**config.mk**
```make
export PLATFORM = sky130hd
export DESIGN_NAME = ex_div_flat
export DESIGN_NICKNAME = d
export VERILOG_FILES = /design/src/rtl/ex_div_if.sv /design/src/rtl/ex_div.sv /design/src/flat_wrapper.sv
export SDC_FILE = /design/constraint.sdc
export NUM_CORES = 1
export LEC_CHECK = 0
export ABC_AREA = 0
export BUFFER_PORTS_ARGS = -buffer_cell sky130_fd_sc_hd__buf_2
export CAP_MARGIN = 20
export CORE_AREA = 2 2 203 205
export CTS_CLUSTER_SIZE = 40
export DETAILED_ROUTE_END_ITERATION = 10
export DIE_AREA = 0 0 205 207
export HOLD_SLACK_MARGIN = 0.15
export PLACE_DENSITY = 0.45
export SLEW_MARGIN = 20
export SYNTH_ARGS = -nofsm -noshare
export SYNTH_HDL_FRONTEND = slang
export SYNTH_SLANG_ARGS = --single-unit
```
**constraint.sdc**
```tcl
create_clock -name clk -period 5.97 [get_ports clk]
set_clock_uncertainty 0.15 [all_clocks]
set_input_delay 0.2985 -clock clk [delete_from_list [all_inputs] [get_ports clk]]
set_output_delay 0.2985 -clock clk [all_outputs]
set_load 0.01 [all_outputs]
```
**src/rtl/ex_div_if.sv**
```systemverilog
// ex_div_if: EX-stage divider request/result bundle
interface ex_div_if #(
  parameter int DW = 32
);
  logic          start_i;
  logic          signed_i;
  logic [DW-1:0] opdata1_i;
  logic [DW-1:0] opdata2_i;
  logic          annul_i;
  logic [2*DW-1:0] result_o;
  logic          ready_o;
  logic          stallreq_o;
  modport master (
    output start_i, signed_i, opdata1_i, opdata2_i, annul_i,
    input  result_o, ready_o, stallreq_o
  );
  modport slave (
    input  start_i, signed_i, opdata1_i, opdata2_i, annul_i,
    output result_o, ready_o, stallreq_o
  );
endinterface

```
**src/rtl/ex_div.sv**
```systemverilog
// ex_div: multi-cycle radix-2 restoring divider for DIV/DIVU in EX
module ex_div #(
  parameter int DW    = 32,
  parameter int CNT_W = 6
) (
  input logic     clk,
  input logic     rst,
  ex_div_if.slave bus
);
  typedef enum logic [1:0] {FREE, BY_ZERO, ON, END} state_t;
  state_t            state, state_nx;
  logic [CNT_W-1:0]  cnt, cnt_nx;
  logic [DW-1:0]     dvd, dvd_nx;
  logic [DW-1:0]     dvr, dvr_nx;
  logic [DW-1:0]     rem, rem_nx;
  logic              neg1, neg1_nx, neg2, neg2_nx, sgn, sgn_nx;
  logic [2*DW-1:0]   result_nx;
  logic              ready_nx;
  logic [DW:0]       sh;
  logic              ge;
  logic [DW-1:0]     rem_step, quo_step, rem_fix, quo_fix, abs1, abs2;
  // dvd doubles as the quotient shift register: dividend bits leave at the top, quotient bits enter at the bottom
  assign sh       = {rem, dvd[DW-1]};
  assign ge       = sh >= {1'b0, dvr};
  assign rem_step = ge ? DW'(sh - {1'b0, dvr}) : sh[DW-1:0];
  assign quo_step = {dvd[DW-2:0], ge};
  assign quo_fix  = sgn & (neg1 ^ neg2) ? -quo_step : quo_step;
  assign rem_fix  = sgn & neg1 ? -rem_step : rem_step;
  assign abs1     = bus.signed_i & bus.opdata1_i[DW-1] ? -bus.opdata1_i : bus.opdata1_i;
  assign abs2     = bus.signed_i & bus.opdata2_i[DW-1] ? -bus.opdata2_i : bus.opdata2_i;
  assign bus.stallreq_o = bus.start_i & ~bus.ready_o & ~bus.annul_i;
  // next state, datapath step and registered-output values
  always_comb begin
    state_nx  = state;
    cnt_nx    = cnt;
    dvd_nx    = dvd;
    dvr_nx    = dvr;
    rem_nx    = rem;
    neg1_nx   = neg1;
    neg2_nx   = neg2;
    sgn_nx    = sgn;
    result_nx = '0;
    ready_nx  = 1'b0;
    case (state)
      FREE: if (bus.start_i & ~bus.annul_i) begin
        state_nx = bus.opdata2_i == '0 ? BY_ZERO : ON;
        cnt_nx   = '0;
        rem_nx   = '0;
        dvd_nx   = abs1;
        dvr_nx   = abs2;
        neg1_nx  = bus.opdata1_i[DW-1];
        neg2_nx  = bus.opdata2_i[DW-1];
        sgn_nx   = bus.signed_i;
      end
      BY_ZERO: begin
        state_nx = END;
        ready_nx = 1'b1;
      end
      ON: if (bus.annul_i) state_nx = FREE;
      else begin
        cnt_nx = cnt + CNT_W'(1);
        dvd_nx = quo_step;
        rem_nx = rem_step;
        if (cnt == CNT_W'(DW - 1)) begin
          state_nx  = END;
          ready_nx  = 1'b1;
          result_nx = {rem_fix, quo_fix};
        end
      end
      END: if (bus.start_i & ~bus.annul_i) begin
        ready_nx  = 1'b1;
        result_nx = bus.result_o;
      end else state_nx = FREE;
      default: state_nx = FREE;
    endcase
  end
  // state register
  always_ff @(posedge clk or negedge rst)
    if (!rst) state <= FREE;
    else state <= state_nx;
  // datapath and output registers; reset clears any partial result
  always_ff @(posedge clk or negedge rst)
    if (!rst) begin
      cnt          <= '0;
      dvd          <= '0;
      dvr          <= '0;
      rem          <= '0;
      neg1         <= 1'b0;
      neg2         <= 1'b0;
      sgn          <= 1'b0;
      bus.result_o <= '0;
      bus.ready_o  <= 1'b0;
    end else begin
      cnt          <= cnt_nx;
      dvd          <= dvd_nx;
      dvr          <= dvr_nx;
      rem          <= rem_nx;
      neg1         <= neg1_nx;
      neg2         <= neg2_nx;
      sgn          <= sgn_nx;
      bus.result_o <= result_nx;
      bus.ready_o  <= ready_nx;
    end
endmodule

```
**src/flat_wrapper.sv**
```systemverilog
// flat-port wrapper written by rule: the top's interface ports become plain ports
module ex_div_flat 
#(
  parameter int DW    = 32,
  parameter int CNT_W = 6
)
  (clk, rst, bus_start_i, bus_signed_i, bus_opdata1_i, bus_opdata2_i, bus_annul_i, bus_result_o, bus_ready_o, bus_stallreq_o);
  ex_div_if #(.DW(DW)) bus_i ();
  input logic clk;
  input logic rst;
  input wire logic [$bits(bus_i.start_i)-1:0] bus_start_i;
  input wire logic [$bits(bus_i.signed_i)-1:0] bus_signed_i;
  input wire logic [$bits(bus_i.opdata1_i)-1:0] bus_opdata1_i;
  input wire logic [$bits(bus_i.opdata2_i)-1:0] bus_opdata2_i;
  input wire logic [$bits(bus_i.annul_i)-1:0] bus_annul_i;
  output wire logic [$bits(bus_i.result_o)-1:0] bus_result_o;
  output wire logic [$bits(bus_i.ready_o)-1:0] bus_ready_o;
  output wire logic [$bits(bus_i.stallreq_o)-1:0] bus_stallreq_o;
  assign bus_i.start_i = bus_start_i;
  assign bus_i.signed_i = bus_signed_i;
  assign bus_i.opdata1_i = bus_opdata1_i;
  assign bus_i.opdata2_i = bus_opdata2_i;
  assign bus_i.annul_i = bus_annul_i;
  assign bus_result_o = bus_i.result_o;
  assign bus_ready_o = bus_i.ready_o;
  assign bus_stallreq_o = bus_i.stallreq_o;
  ex_div #(.DW(DW), .CNT_W(CNT_W)) u_core (.clk(clk), .rst(rst), .bus(bus_i));
endmodule
```
; After elaboration in Yosys (flattened, before gate mapping)
; Index checks and enable logic that the tools add are counted.
[totals]
output_inout_bits = 66
inputBits = 69
ff_bits = 172
wordCells = 69
[classes]
reduce_logical = 6
n_eq_ne = 8
n_mux = 28
n_lt_le_gt_ge = 1
add_sub_neg = 6
bitwise_logic = 10
[op_table]
columns = operator, count
row1 = $mux W32, 9
row2 = $mux W64, 3
row3 = $neg A32 Y32, 4
row4 = $pmux W32 S2, 2
row5 = $pmux W64 S2, 1
row6 = $ge A33 B32 Y1, 1
row7 = $logic_not A32 Y1, 1
row8 = $sub A32 B32 Y32, 1
row9 = $mux W6, 2
row10 = $pmux W6 S2, 1
row11 = $mux W2, 5
row12 = $pmux W2 S4, 1
row13 = $and A1 B1 Y1, 7
row14 = $add A6 B1 Y6 const B, 1
row15 = $eq A6 B5 Y1 const B, 1
row16 = $reduce_and A3 Y1, 2
row17 = $eq A2 B2 Y1 const B, 2
row18 = $ne A2 B2 Y1 const B, 2
row19 = $mux W1, 3
row20 = $ne A3 B2 Y1 const B, 1
row21 = $pmux W1 S3, 1
row22 = $eq A2 B1 Y1 const B, 1
row23 = $logic_not A2 Y1, 1
row24 = $ne A2 B1 Y1 const B, 1
row25 = other kinds (4), 5

; Longest topological paths before layout
[logic_depth]
ltp_word = 7
mapped_depth = 22
depth_no_buf = 17

; Least setup slack after synthesis
; OpenSTA, ideal clock, no wires.
[synth_path]
path_type = reg2reg
start = register u_core.rem[0]
end = register u_core.bus.result_o[58]
setup_slack_ps = 1357
arrival_ps = 4380
path_stages_with_launch = 21
required_ps = 5737
n_path_buf = 4
period_less_slack_ps = 4613
path_cell_list = dfrtp_1 -> ha_1 -> nor2b_2 -> o2111ai_2 -> a2111oi_4 -> nor3_4 -> o21ai_4 -> buf_2 -> buf_2 -> buf_2 -> buf_2 -> nand2_1 -> o21ai_0 -> ha_1 -> nand3_1 -> nor4_1 -> a21oi_1 -> nor4_2 -> a41oi_1 -> xor2_1 -> o21ai_0
[synth_via]
elab_chain_cells = 7
[synth_rtl]
columns = element, line_no
row1 = start: declaration, ex_div.sv:15  ; logic [DW-1:0] rem, rem_nx;
row2 = start signal: assignment, ex_div.sv:97  ; rem <= rem_nx;
row3 = $sub A32 B32 Y32 or $ge A33 B32 Y1 (tied branches), "ex_div.sv:25, ex_div.sv:24"
row4 = $mux W32 (*), ex_div.sv:25  ; assign rem_step = ge ? DW'(sh - {1'b0, dvr}) : sh[DW-1:0];
row5 = $neg A32 Y32, ex_div.sv:28  ; assign rem_fix = sgn & neg1 ? -rem_step : rem_step;
row6 = $mux W32 (*), ex_div.sv:28
row7 = $mux W64 (*), ex_div.sv:64  ; if (cnt == CNT_W'(DW - 1)) begin
row8 = $mux W64 (*), ex_div.sv:59  ; ON: if (bus.annul_i) state_nx = FREE;
row9 = $pmux W64 S2 (*), ex_div.sv:44  ; case (state)
row10 = end signal: assignment, ex_div.sv:101  ; bus.result_o <= result_nx;
row11 = end: declaration, ex_div_if.sv:19  ; output result_o, ready_o, stallreq_o
; Mark *: on every way between the ends. The rest lies on a longest branch, timed or not.
; A chain may end at the register's enable or synchronous reset.

; Worst setup path in the final report
[layout_path]
start = register u_core.rem[2]
end = register u_core.bus.result_o[28]
[layout_via]
elab_chain_cells = 6
[layout_rtl]
columns = element, line_no
row1 = $ge A33 B32 Y1, ex_div.sv:24  ; assign ge = sh >= {1'b0, dvr};
row2 = $neg A32 Y32, ex_div.sv:27  ; assign quo_fix = sgn & (neg1 ^ neg2) ? -quo_step : quo_step;
row3 = $mux W32, ex_div.sv:27
row4 = $mux W64, ex_div.sv:64
row5 = $mux W64, ex_div.sv:59
row6 = $pmux W64 S2, ex_div.sv:44
; Every way passes these cells.

==> flow_metrics.env <==
export IMPL_setup_slack_ps=1220
export IMPL_leakage_nw=6.20
export IMPL_vias_per_cell=5.13
export IMPL_synth_async_reset_ratio_pct=100
export IMPL_drtAntennaViolNets=0
export IMPL_slew_viol_final=0
export IMPL_cts_root_buffer="clkbuf_16"
export IMPL_syn_area_sq_um=11900
export IMPL_crit_type="reg -> reg"
export IMPL_fmax_mhz=211
export IMPL_wirelength_mm=39.3
export IMPL_routedWlPerCell_um=18.1
export IMPL_r2r_end="u_core.bus.result_o[28]"
export IMPL_antenna_found_initial=1
export IMPL_netlist_top_cells_area="dfrtp_1, o21ai_0, nand2_1"
export IMPL_crit_path_cell_trace="ha_1 -> a21o_1 -> a21oi_1 -> a2111oi_4 -> nor3_4 -> o21ai_4 -> inv_4 -> buf_4 -> ha_1 -> and3_1 -> nand3b_1 -> nor3_1 -> a31oi_1 -> xnor2_1 -> o21ai_0"
export IMPL_cpMaxStageDelayCell="nor3_1"
export IMPL_worstHoldPathType="in -> reg"
export IMPL_tritoncts_num_sinks=172
export IMPL_insertion_delay_ps=460
export IMPL_synthesis_nets=1600
export IMPL_hold_ws_ps=160
export IMPL_reg2reg_depth=15
export IMPL_worstHoldStart="bus_opdata1_i[26]"
export IMPL_r2r_slack_ps=1220
export IMPL_nets=1735
export IMPL_power_density_nw_per_um2=283
export IMPL_cts_resized=0
export IMPL_finalPower_mw=4.01
export IMPL_synth_cells_most_frequent="nand2_1, o21ai_0, dfrtp_1"
export IMPL_ir_drop_mv=0.185
export IMPL_path_delay_family="simple AND/OR/NAND/NOR gates"
export IMPL_rsz0062_at_grt="false"
export IMPL_path_max_fanout=44
export IMPL_cts_buffers=17
export IMPL_crit_buf_inv=2
export IMPL_die_area_sq_um=42400
export IMPL_syn_inst=1493
export IMPL_arrival_ps=4910
export IMPL_core_area_sq_um=40400
export IMPL_grt_remaining_overflow=0
export IMPL_worstMarginPinSlew_ps=851
export IMPL_ys_flop_type="dfrtp_1"
export IMPL_utilization_pct=35.1
export IMPL_clkTransAtPathRegs_ps=70
export IMPL_gp_congestion=0.906
export IMPL_io_buffers=134
export IMPL_n_antenna_cell=0
export IMPL_ys_seq_area_share_pct=36.1
export IMPL_design_area_sq_um=14200
export IMPL_postCtsHoldBufs=49
export IMPL_die_y_um=207
export IMPL_slowest_delay_ps=510
export IMPL_hold_depth=5
export IMPL_drc=0
export IMPL_placed_cell_area_sq_um=13100
export IMPL_place_inst=2091
export IMPL_status="complete, no violations"
export IMPL_rows=74
export IMPL_synth_most_common_cell="nand2_1"
export IMPL_finalCritPeriodShare_pct=79.5
export IMPL_htreeDepth=4
export IMPL_pre_cts_slack_ps=1280
export IMPL_fin_tns_setup_ps=0
export IMPL_area_delta_synth_final_pct=19.0
export IMPL_timing_rr_start="u_core.rem[2]"
export IMPL_grtUsageTotal_pct=18.7
export IMPL_grt_pass1_vias=11000
export IMPL_synth_area_per_cell_sq_um=7.98
export IMPL_setup_viol=0
export IMPL_post_cts_buffers=0
export IMPL_min_to="u_core.dvd[26]"
export IMPL_clock_path_buffers=2
export IMPL_cts_tree="built"
export IMPL_maxCapViolCount=0
export IMPL_hpwl_mm=29.1
export IMPL_grt_first_pass_wirelength_mm=62.2
export IMPL_initial_utilization_pct=29.5
export IMPL_relSlewSlack_pct=43.1
export IMPL_drtIter0Drc=691
export IMPL_synth_warnings=0
export IMPL_crit_path_end_kind="register"
export IMPL_drtPass1Iterations=5
export IMPL_instances_no_fill=2173
export IMPL_synth_seq_cells=172
export IMPL_drive_above_1_share_pct=12.6
export IMPL_crit_required_ps=6130
export IMPL_yosysTopAreaCell="dfrtp_1"
export IMPL_io_pins=135
export IMPL_synth_edf_count=0
export IMPL_finalCriticalPeriod_ps=4750
export IMPL_yosysUniqueCellTypes=78
export IMPL_grt_max_degree=85
export IMPL_hold_violations=0
export IMPL_crit_top_cell="ha_1"
export IMPL_setup_worst_path_start_class="register"
export IMPL_die_w_um=205
export IMPL_vias=11100
export IMPL_yosys_area_top_type_share_pct=36.1
report_power, final:
group          switching [mW]  internal, mW
clock network           0.537         0.638
logic                   0.862         0.537
registers               0.147          1.29
total                    1.55          2.47
layout make-up:
| type | count | area (sq um) |
|---|---|---|
| clock inverter | 13 | 160 |
| inverter | 56 | 213 |
| multi-input combinational | 1182 | 7080 |
| timing repair buffer | 199 | 1310 |
| sequential | 172 | 4300 |
| clock buffer | 19 | 443 |
| fill | 4384 | 26200 |
| tap | 532 | 666 |
flip-flops by register name, summed over array words and instances (netlist names), 2 cells and up:
register,flops
u_core.bus.result_o,64
u_core.cnt,6
u_core.dvd,32
u_core.dvr,32
u_core.rem,32
u_core.state,2
worst min-delay path, cell delays in order:
cell and delay (ps):
buf_2 100, xor2_1 60, nor2_1 90, a21oi_1 40, o21ai_0 130
metal layers:
metal | track usage, % | vias up | wire [um]
met1 | 25.1 | 5351 | 18300
met2 | 30.2 | 215 | 18400
met5 | 0 | - | 0
li1 | - | 5524 | -
met4 | 6.70 | 0 | 1090
met3 | 3.40 | 47 | 1550
logic make-up (layout without fill, tap and decap cells):
logic type	after synthesis	after routing	share of synthesized area (%)
simple gates	517	517	19.8
fa+ha+maj	38	38	4.05
compound gates	466	466	23.3
flops	172	172	36.1
xor+xnor	137	137	10.1
mux	24	24	2.06
buf+inv	139	287	4.66
worst max path at each step:
| stage | startpoint | end | depth (start not counted) |
|---|---|---|---|
| 6_report | u_core.rem[2] | u_core.bus.result_o[28] | 15 |
| 4_1_cts | u_core.rem[2] | u_core.bus.result_o[28] | 15 |
| 2_1_floorplan | u_core.rem[0] | u_core.bus.result_o[58] | 20 |
| 3_5_place_dp | u_core.rem[2] | u_core.bus.result_o[58] | 16 |
| 3_3_place_gp | u_core.rem[2] | u_core.bus.result_o[26] | 15 |
| 5_1_grt | u_core.rem[2] | u_core.bus.result_o[58] | 15 |
cell usage in the layout, fill, tap and decap left out, types with 8 or more instances in the layout:
master / count
a31oi_1: 18
nand4_1: 16
nor3_1: 35
o211ai_1: 8
nand2b_1: 10
nand3_1: 14
xor2_1: 60
clkbuf_16: 17
o31ai_1: 15
or3_1: 24
nor2_1: 152
ha_1: 37
nor4_1: 10
xnor2_1: 77
o21ai_0: 176
a21oi_1: 148
nand2_1: 204
buf_2: 133
dfrtp_1: 172
buf_4: 15
inv_1: 55
a21o_1: 11
a211oi_1: 15
and2_1: 12
mux2i_1: 20
dlygate4sd3_1: 49
o21ai_1: 9
o41ai_1: 9
(Power assumes the default switching activity.)
